==> src/rtl/prod_accumulator.sv <==
// prod_accumulator: sums groups of 2x2-multiplier products into a saturating
// ACC_W-bit result. A group closes after N_TERMS accepted products or on an
// accepted beat carrying in_last. Each result waits in HOLD until the
// downstream takes it.
//
// Ports:
//   clk, rst             rising-edge clock, synchronous active-high reset
//   in_valid/in_ready    product handshake (in_ready is high only in ACCUM)
//   in_prod[3:0]         unsigned product {c2,s2,s1,s0}
//   in_last              accepted beat closes the current group early
//   out_valid/out_ready  result handshake
//   out_sum[ACC_W-1:0]   saturated group sum
//   out_count[CNT_W-1:0] products in the group (1..N_TERMS)
//   out_ovf              sum saturated somewhere in the group
//   out_err              some product in the group exceeded 9
module prod_accumulator #(
  parameter int unsigned N_TERMS = 4,
  parameter int unsigned ACC_W   = 8,
  parameter int unsigned CNT_W   = $clog2(N_TERMS + 1)
) (
  input  logic             clk,
  input  logic             rst,
  input  logic             in_valid,
  output logic             in_ready,
  input  logic [3:0]       in_prod,
  input  logic             in_last,
  output logic             out_valid,
  input  logic             out_ready,
  output logic [ACC_W-1:0] out_sum,
  output logic [CNT_W-1:0] out_count,
  output logic             out_ovf,
  output logic             out_err
);

  localparam int unsigned SUM_W    = ACC_W + 1;
  localparam int unsigned PROD_W   = 4;
  localparam int unsigned MAX_PROD = 9;

  typedef enum logic {
    ACCUM = 1'b0,
    HOLD  = 1'b1
  } state_t;

  state_t           state;
  logic [ACC_W-1:0] acc;
  logic [CNT_W-1:0] cnt;
  logic             ovf_q;
  logic             err_q;

  logic [SUM_W-1:0] sum_wide;
  logic             sat;
  logic [ACC_W-1:0] acc_nxt;
  logic [CNT_W-1:0] cnt_nxt;
  logic             ovf_nxt;
  logic             err_nxt;
  logic             accept;
  logic             close;

  // Post-update values for the current beat; one extra sum bit detects saturation.
  always_comb begin
    sum_wide = '0;
    sat      = 1'b0;
    acc_nxt  = acc;
    cnt_nxt  = cnt;
    ovf_nxt  = ovf_q;
    err_nxt  = err_q;
    accept   = 1'b0;
    close    = 1'b0;

    sum_wide = {1'b0, acc} + SUM_W'(in_prod);
    sat      = sum_wide[ACC_W];
    // acc is already at max once saturated, so a further add re-saturates.
    acc_nxt  = sat ? '1 : sum_wide[ACC_W-1:0];
    cnt_nxt  = cnt + CNT_W'(1);
    ovf_nxt  = ovf_q | sat;
    err_nxt  = err_q | (in_prod > PROD_W'(MAX_PROD));
    accept   = in_valid & in_ready;
    // in_last on the N-th beat is still one close.
    close    = (cnt == CNT_W'(N_TERMS - 1)) | in_last;
  end

  // Group FSM with registered handshake and result outputs.
  always_ff @(posedge clk) begin
    if (rst) begin
      state     <= ACCUM;
      in_ready  <= 1'b1;
      acc       <= '0;
      cnt       <= '0;
      ovf_q     <= 1'b0;
      err_q     <= 1'b0;
      out_valid <= 1'b0;
      out_sum   <= '0;
      out_count <= '0;
      out_ovf   <= 1'b0;
      out_err   <= 1'b0;
    end else begin
      case (state)
        ACCUM: begin
          if (accept) begin
            acc   <= acc_nxt;
            cnt   <= cnt_nxt;
            ovf_q <= ovf_nxt;
            err_q <= err_nxt;
            if (close) begin
              state     <= HOLD;
              in_ready  <= 1'b0;
              out_valid <= 1'b1;
              out_sum   <= acc_nxt;
              out_count <= cnt_nxt;
              out_ovf   <= ovf_nxt;
              out_err   <= err_nxt;
            end
          end
        end
        HOLD: begin
          // Result fields keep their values after the handshake.
          if (out_ready) begin
            state     <= ACCUM;
            in_ready  <= 1'b1;
            out_valid <= 1'b0;
            acc       <= '0;
            cnt       <= '0;
            ovf_q     <= 1'b0;
            err_q     <= 1'b0;
          end
        end
        default: state <= ACCUM;
      endcase
    end
  end

endmodule

==> config.mk <==
export PLATFORM = sky130hd
export DESIGN_NAME = prod_accumulator
export DESIGN_NICKNAME = d
export VERILOG_FILES = /design/src/rtl/prod_accumulator.sv
export SDC_FILE = /design/constraint.sdc
export NUM_CORES = 1
export LEC_CHECK = 0
export CORE_MARGIN = 4
export CORE_UTILIZATION = 52
export DETAILED_ROUTE_END_ITERATION = 6
export GPL_ROUTABILITY_DRIVEN = 0
export HOLD_SLACK_MARGIN = 0.12
export PLACE_DENSITY = 0.78
export SYNTH_ARGS = -nofsm -noshare
export SYNTH_HDL_FRONTEND = slang
export SYNTH_SLANG_ARGS = --single-unit
==> constraint.sdc <==
create_clock -name clk -period 1.95 [get_ports clk]
set_input_delay 0.195 -clock clk [delete_from_list [all_inputs] [get_ports clk]]
set_output_delay 0.195 -clock clk [all_outputs]
set_load 0.1 [all_outputs]
==> results.toml, run 1 <==
[critical_path]
cp.required_ns = 2.17
cp_max_fo = 4
start_kind = "register"
end_kind = "register"
crit_arrival_ns = 1.97
crit_type = "register to register"

[yosys]
synth_top_family_by_area = "simple AND/OR/NAND/NOR gates"
synth_most_common_cell = "dfxtp_1"
yosys_register_bits = 29
synth_common_cells = "29 x dfxtp_1, 21 x nor2_1, 18 x a21oi_1, 12 x nor3_1, 9 x nand2_1"
synth_area_um2 = 1430
synth_compound_area_share_pct = 23.7
ys_types = 42
synth_cells = 161
synth-main-ff-cell = "dfxtp_1"
synthTopCellsByArea = "dfxtp_1 41%, a21oi_1 6.3%, nor2_1 5.5%"
synth_nets = 177
yosysTopAreaCellShare_pct = 40.7
synthArstFlopShare_pct = 0
synth.yosys.seq_area_share_pct = 40.7
yosys.area.top_type = "dfxtp_1"
yosys.area_share.simple_pct = 23.8
syn_avg_cell_area_um2 = 8.85
yosys_warnings = 0
synth_edf_count = 0
synthMuxAreaShare_pct = 0
synthAdderAreaFrac_pct = 6.67
synth_xor_area_share_pct = 1.23

[clocking]
cts_tree = "yes"
postCtsSetupBuffers = 0
postCtsHoldBufs = 0
clkLatencyLatePin_ns = 0.34
cts_resized = 0
clockBufferDepth = 2
cts_buffers = 5
htree_num_levels = 2
cts_sinks = 29
cts.reportedPaths.clkPinSlew_ns = 0.10
cts-root-buf = "clkbuf_4"

[route]
routed_wirelength_um = 3290
vias = 1292
dr.first_iter.drc_count = 49
drc = 0
post_drt_wl_per_cell_um = 14.6
drt_pass1_iterations = 4
routed_via_density = 5.74
antenna_left = 0

[global_routing]
antenna_found_initial = 0
grt_usage_pct = 20.4
grt_max_degree = 18
grt_overflow_total = 0
grt_first_pass_wirelength_um = 5430
first_global_vias = 1277

[floorplanning]
die_w_um = 60.4
die_area_um2 = 3640
ios = 24
die_h_um = 60.4
start_util_pct = 56.0
num_rows = 18
coreArea_um2 = 2540

[min_path]
min_path_type = "register to register"

[timing]
fmax_ghz = 0.571
hold_ws_ns = 0.466
clock_skew_ns = 0.0102
min_period_over_period_pct = 89.9
finalSetupViolCount = 0
tightest_slew_ns = 0.553
hold_viol = 0
slew_viol_final = 0
maxSlewHeadroom_pct = 63.0
min_period_ns = 1.75
tns_ns = 0
rsz0062_at_grt = "no"

[power_and_ir_drop]
p_leak_nw = 0.717
powerDensity_nw_per_um2 = 953
ir_worst_vdd_mv = 0.900
power.total_w = 0.00171

[layout]
antennaDiodeCount = 0
nets = 210
syn2layout_area_growth_pct = 25.8
drive_gt1_share_pct = 24.1
final.fill_count = 215
fin_util_pct = 70.5

[place]
dp_hpwl_um = 2430
port_buffers = 23

[run]
drv_cap = 0

[status]
run_status = "finished clean"
[logic make-up after synthesis]
group | Yosys count
simple gates | 65
flops | 29
compound gates | 48
fa+ha+maj | 7
xor+xnor | 2
buf+inv | 10
[metal layers]
layer | track usage [%] | wire, um | part of all wire, %
met5 | 0 | 0 | 0
met4 | 9.49 | 53 | 1.6
met3 | 5.96 | 162 | 4.9
met2 | 34.7 | 1560 | 47
met1 | 23.4 | 1510 | 46
[metrics by stage]
stage | area [um2] | setup slack [ns] | std cells
floorplan | 1430 | 0.0660 | 161
global placement | 1690 | -0.0617 | 217
detailed placement | 1690 | -0.135 | 217
CTS | 1790 | 0.193 | 225
global route | 1790 | 0.0178 | 225
finish | 1790 | 0.197 | 225
[layout by cell type (no fill, tap or decap), types with 3 or more instances in the layout]
master           instances
nor3_1                  12
nand3b_1                 3
nand2_1                  9
ha_1                     6
o31ai_1                  3
clkbuf_4                 5
nor2_1                  21
clkdlybuf4s50_1          8
a211oi_2                 3
nand3_1                  5
a21oi_2                  3
buf_4                   26
a21oi_1                 18
dfxtp_1                 29
o21ai_0                  4
[worst paths after layout]
path,start,to,slack [ns],cells past startpoint
hold reg to reg,out_count[1],out_count[1],0.47,2
setup / recovery,acc[0],acc[7],0.20,6
hold / removal,out_count[1],out_count[1],0.47,2
setup reg to reg,acc[0],acc[7],0.20,6
[power breakdown]
part | internal (W) | switching [W] | leakage (nW)
clock | 0.000397 | 0.000230 | 0.0552
sequential | 0.000630 | 0.0000267 | 0.237
combinational | 0.000130 | 0.000295 | 0.425
total | 0.00116 | 0.000552 | 0.717
[worst max-delay path, cell delays in order, from the launching register on]
cell and delay [ns]:
dfxtp_1 0.33, ha_1 0.20, fa_1 0.41, nand3_2 0.13
nand2_1 0.08, nor4_1 0.35, o31ai_1 0.13
[final cells by class]
| class | instances | area, um2 | area share (%) |
|---|---|---|---|
| timing repair buffer | 34 | 275 | 15.4 |
| sequential | 29 | 581 | 32.4 |
| clock inverter | 3 | 65.1 | 3.63 |
| multi-input combinational | 122 | 790 | 44.0 |
| inverter | 2 | 7.51 | 0.419 |
| tap | 30 | 37.5 | 2.09 |
| clock buffer | 5 | 37.5 | 2.09 |
[sequential cells by signal, indices dropped and copies added, names as in the netlist]
register,cells
out_ovf,1
out_valid,1
out_sum,8
ovf_q,1
err_q,1
state,1
in_ready,1
acc,8
out_err,1
out_count,3
cnt,3
Note: power is estimated with default switching activity, not from simulation.
==> run 2: changes to the inputs <==
CAP_MARGIN = 20   (was unset)
CORE_UTILIZATION = 53   (was 52)
PLACE_DENSITY = 0.8   (was 0.78)
clock period = 2.2 ns   (was 1.95 ns; I/O delays follow)
==> results.toml, run 2 (synthesis results as in run 1) <==
[layout]
syn2layout_area_growth_pct = 21.4
layout_commonest_cell = "dfxtp_1"
regArea_um2 = 581
mostFrequentLayoutCells = "29 x dfxtp_1, 22 x buf_4, 21 x nor2_1"
nets = 206
multiInputGateArea_um2 = 790
drive_gt1_share_pct = 22.5
final_area_um2 = 1730
antennaDiodeCount = 0
final.fill_count = 224
reg.largest.list = "acc (8), out_sum (8)"

[clocking]
cts-root-buf = "clkbuf_4"
cts.reportedPaths.clkPinSlew_ns = 0.09
clkLatencyLatePin_ns = 0.33
cts_tree = "yes"
cts_sinks = 29
cts_buffers = 5
cts_resized = 0
postCtsSetupBuffers = 0
postCtsHoldBufs = 0
clockBufferDepth = 2
htree_num_levels = 2

[critical_path]
cp.required_ns = 2.41
cp_max_fo = 4
crit_arrival_ns = 2.02
end_kind = "register"
crit_type = "input pin to register"
start_kind = "input pin"

[floorplanning]
start_util_pct = 56.5
ios = 24
num_rows = 18
coreArea_um2 = 2520
die_w_um = 59.9
die_area_um2 = 3580
die_h_um = 59.9

[route]
drc = 0
dr.first_iter.drc_count = 36
drt_pass1_iterations = 4
vias = 1299
post_drt_wl_per_cell_um = 15.5
routed_via_density = 5.88
antenna_left = 0
routed_wirelength_um = 3420

[global_routing]
first_global_vias = 1368
antenna_found_initial = 0
grt_usage_pct = 22.3
grt_overflow_total = 0
grt_first_pass_wirelength_um = 5890
grt_max_degree = 17

[min_path]
min_path_type = "register to register"

[timing]
maxSlewHeadroom_pct = 63.3
hold_viol = 0
hold_ws_ns = 0.472
min_period_ns = 1.81
clock_skew_ns = 0.00378
tightest_slew_ns = 0.549
min_period_over_period_pct = 82.1
slew_viol_final = 0
rsz0062_at_grt = "no"
tns_ns = 0
finalSetupViolCount = 0
fmax_ghz = 0.554

[place]
port_buffers = 23
dp_hpwl_um = 2450
placed_cell_area_um2 = 1660

[power_and_ir_drop]
power.total_w = 0.00133
p_int_w = 0.000855
clkPwrFrac_pct = 28.0
p_seq_share_pct = 43.7
swShare_pct = 35.8
p_switching_w = 0.000476
powerDensity_nw_per_um2 = 769
p_leak_nw = 0.683
pwr-share-comb_pct = 28.3
ir_worst_vdd_mv = 0.688

[run]
drv_cap = 0

[status]
run_status = "finished clean"
==> run 2: final cells by class <==
type	count	area share, %
Multi-Input combinational cell	122	45.6
Inverter	2	0.434
Clock buffer	7	3.76
Timing Repair Buffer	30	14.2
Sequential cell	29	33.6
Clock inverter	1	0.289
Tap cell	30	2.17
==> run 2: power by group through the flow <==
stage	registers, W	logic (W)	clock network, W
after floorplan	0.000723	0.000154	0
after CTS	0.000583	0.000376	0.000377
after detailed placement	0.000595	0.000373	0
after global routing	0.000587	0.000405	0.000402
after global placement	0.000592	0.000365	0
final	0.000582	0.000376	0.000373
==> run 2: metal layers <==
metal / track usage (%) / routed length (um)
met3: 7.56 / 183
met4: 10.1 / 57
met5: 0 / 0
met2: 37.2 / 1630
met1: 25.6 / 1540
==> run 2: critical path: stages <==
cell             delay [ns]
clkdlybuf4s50_1        0.41
ha_1                   0.26
fa_1                   0.43
nand3_2                0.14
nand2_1                0.09
nor4_1                 0.35
o31ai_1                0.13
==> run 2: path summary, 6_finish.rpt <==
kind                              startpoint            to  slack (ns)  depth (start not counted)
worst max register to register        acc[0]        acc[7]        0.40                          6
worst max-delay path              in_prod[0]        acc[7]        0.39                          7
worst min-delay path            out_count[1]  out_count[1]        0.47                          2
worst min register to register  out_count[1]  out_count[1]        0.47                          2
==> run 2: stage by stage <==
step           std cells  setup slack (ns)  utilization [%]
2_1_floorplan        161             0.316                -
3_3_place_gp         213             0.140             65.8
3_5_place_dp         213            0.0579             65.8
4_1_cts              221             0.394             68.6
5_1_grt              221             0.277             68.6
6_report             221             0.394             68.6
==> run 3: changes to the inputs <==
CORE_UTILIZATION = 52   (was 53)
PLACE_DENSITY = 0.78   (was 0.8)
clock period = 1.8 ns   (was 2.2 ns; I/O delays follow)
==> results.toml, run 3 (synthesis results as in run 1) <==
[status]
run_status = "finished clean"

[route]
drt_pass1_iterations = 4
antenna_left = 0
drc = 0
post_drt_wl_per_cell_um = 14.9
vias = 1364
dr.first_iter.drc_count = 51
routed_via_density = 5.85
routed_wirelength_um = 3470

[place]
placed_cell_area_um2 = 1750
dp.cells = 225
dp_hpwl_um = 2490
port_buffers = 23

[critical_path]
crit_arrival_ns = 1.93
cp_max_fo = 4
crit_buf_inv = 0
worstSetupStartpoint = "acc[0]"
worst_path_max_delay_cell = "fa_1"
crit_type = "register to register"
start_kind = "register"
cp_slowest_stage_delay_ns = 0.40
r2r_cells = 6
path_cells = "ha_1 -> fa_1 -> nand3_2 -> nand2_1 -> a31o_1 -> o31ai_2"
r2r_slack_ns = 0.13
cp.required_ns = 2.06
end_kind = "register"
crit_cells = 6
regToRegStartpoint = "acc[0]"
timing.rr.end = "out_sum[4]"
crit_family = "adder cells"

[power_and_ir_drop]
p_leak_nw = 0.748
swShare_pct = 34.2
p_int_w = 0.00117
powerDensity_nw_per_um2 = 960
p_switching_w = 0.000609
clkPwrFrac_pct = 32.5
p_seq_share_pct = 40.0
pwr-share-comb_pct = 27.5
ir_worst_vdd_mv = 1.09

[timing]
slew_viol_final = 0
tightest_slew_ns = 0.378
tns_ns = 0
finalSetupViolCount = 0
fmax_ghz = 0.599
maxSlewHeadroom_pct = 74.6
min_period_ns = 1.67
rsz0062_at_grt = "no"
hold_viol = 0
clock_skew_ns = 0.00650
min_period_over_period_pct = 92.8

[global_routing]
grt_max_degree = 24
antenna_found_initial = 0
grt_overflow_total = 0
first_global_vias = 1279
grt_usage_pct = 21.2
grt_first_pass_wirelength_um = 5580

[clocking]
htree_num_levels = 2
cts_sinks = 29
postCtsSetupBuffers = 0
cts_buffers = 5
cts_tree = "yes"
cts.reportedPaths.clkPinSlew_ns = 0.10
clockBufferDepth = 2
clkLatencyLatePin_ns = 0.34
cts-root-buf = "clkbuf_4"

[floorplanning]
die_h_um = 60.4
die_w_um = 60.4
coreArea_um2 = 2540
ios = 24
num_rows = 18
die_area_um2 = 3640
start_util_pct = 56.0

[layout]
fin_util_pct = 72.9
syn2layout_area_growth_pct = 30.2
mostFrequentLayoutCells = "34 x buf_4, 28 x dfxtp_1, 21 x nor2_1"
nets = 218
antennaDiodeCount = 0
drive_gt1_share_pct = 28.1
final_area_um2 = 1860
reg.largest.list = "acc (8), out_sum (8)"
final_cell_count_no_fill = 233
layout_commonest_cell = "buf_4"

[min_path]
min_path_type = "register to register"
hold_start = "out_valid"
hold_depth = 2
hold-path-endpoint = "out_valid"

[run]
drv_cap = 0
## run 3: repair_timing
| action | 4_1_cts | 5_1_grt |
|---|---|---|
| hold buffers | 0 | 0 |
| resized for setup | 0 | 3 |
| setup endpoints to repair | 0 | 3 |
## run 3: worst max path at each step
stage | to | slack, ns
floorplan | acc[7] | 0.18
global placement | out_sum[7] | -0.19
detailed placement | acc[7] | -0.23
CTS | acc[7] | 0.07
global route | acc[5] | 0.02
finish | out_sum[4] | 0.13
## run 3: worst reg2reg max path, delay by kind of cell (launching register included)
kind,cells,cell delay (ns)
AO/OA/AOI/OAI,2,0.43
adder cells (fa/ha/maj),2,0.60
flip-flops,1,0.33
AND/OR/NAND/NOR,2,0.24
## run 3: layout make-up
type	instances	area [um2]
inverter	2	7.51
multi-input combinational	122	805
fill	208	689
clock inverter	2	37.5
tap	30	37.5
timing repair buffer	42	335
clock buffer	6	51.3
sequential	29	582
## run 3: metrics by stage
step	worst slack [ns]	power, W	hold WS [ns]
final	0.130	0.00178	0.474
after global routing	0.0162	0.00186	0.512
after CTS	0.0689	0.00178	0.471
after detailed placement	-0.229	0.00121	0.454
after global placement	-0.186	0.00120	0.448
after floorplan	0.176	0.00107	0.354
## run 3: layer usage
layer	vias up	wire (um)	part of all wire (%)	global-route usage [%]
met4	0	82	2.4	9.18
li1	672	-	-	-
met3	11	228	6.6	8.09
met1	641	1500	43	24.7
met2	40	1660	48	34.7
met5	-	0	0	0
## run 3: power groups by stage
stage	combinational [W]	clock [W]	sequential (W)
after floorplan	0.000188	0	0.000884
after global placement	0.000475	0	0.000723
after detailed placement	0.000482	0	0.000726
after CTS	0.000484	0.000586	0.000712
after global routing	0.000526	0.000619	0.000716
final	0.000490	0.000579	0.000712
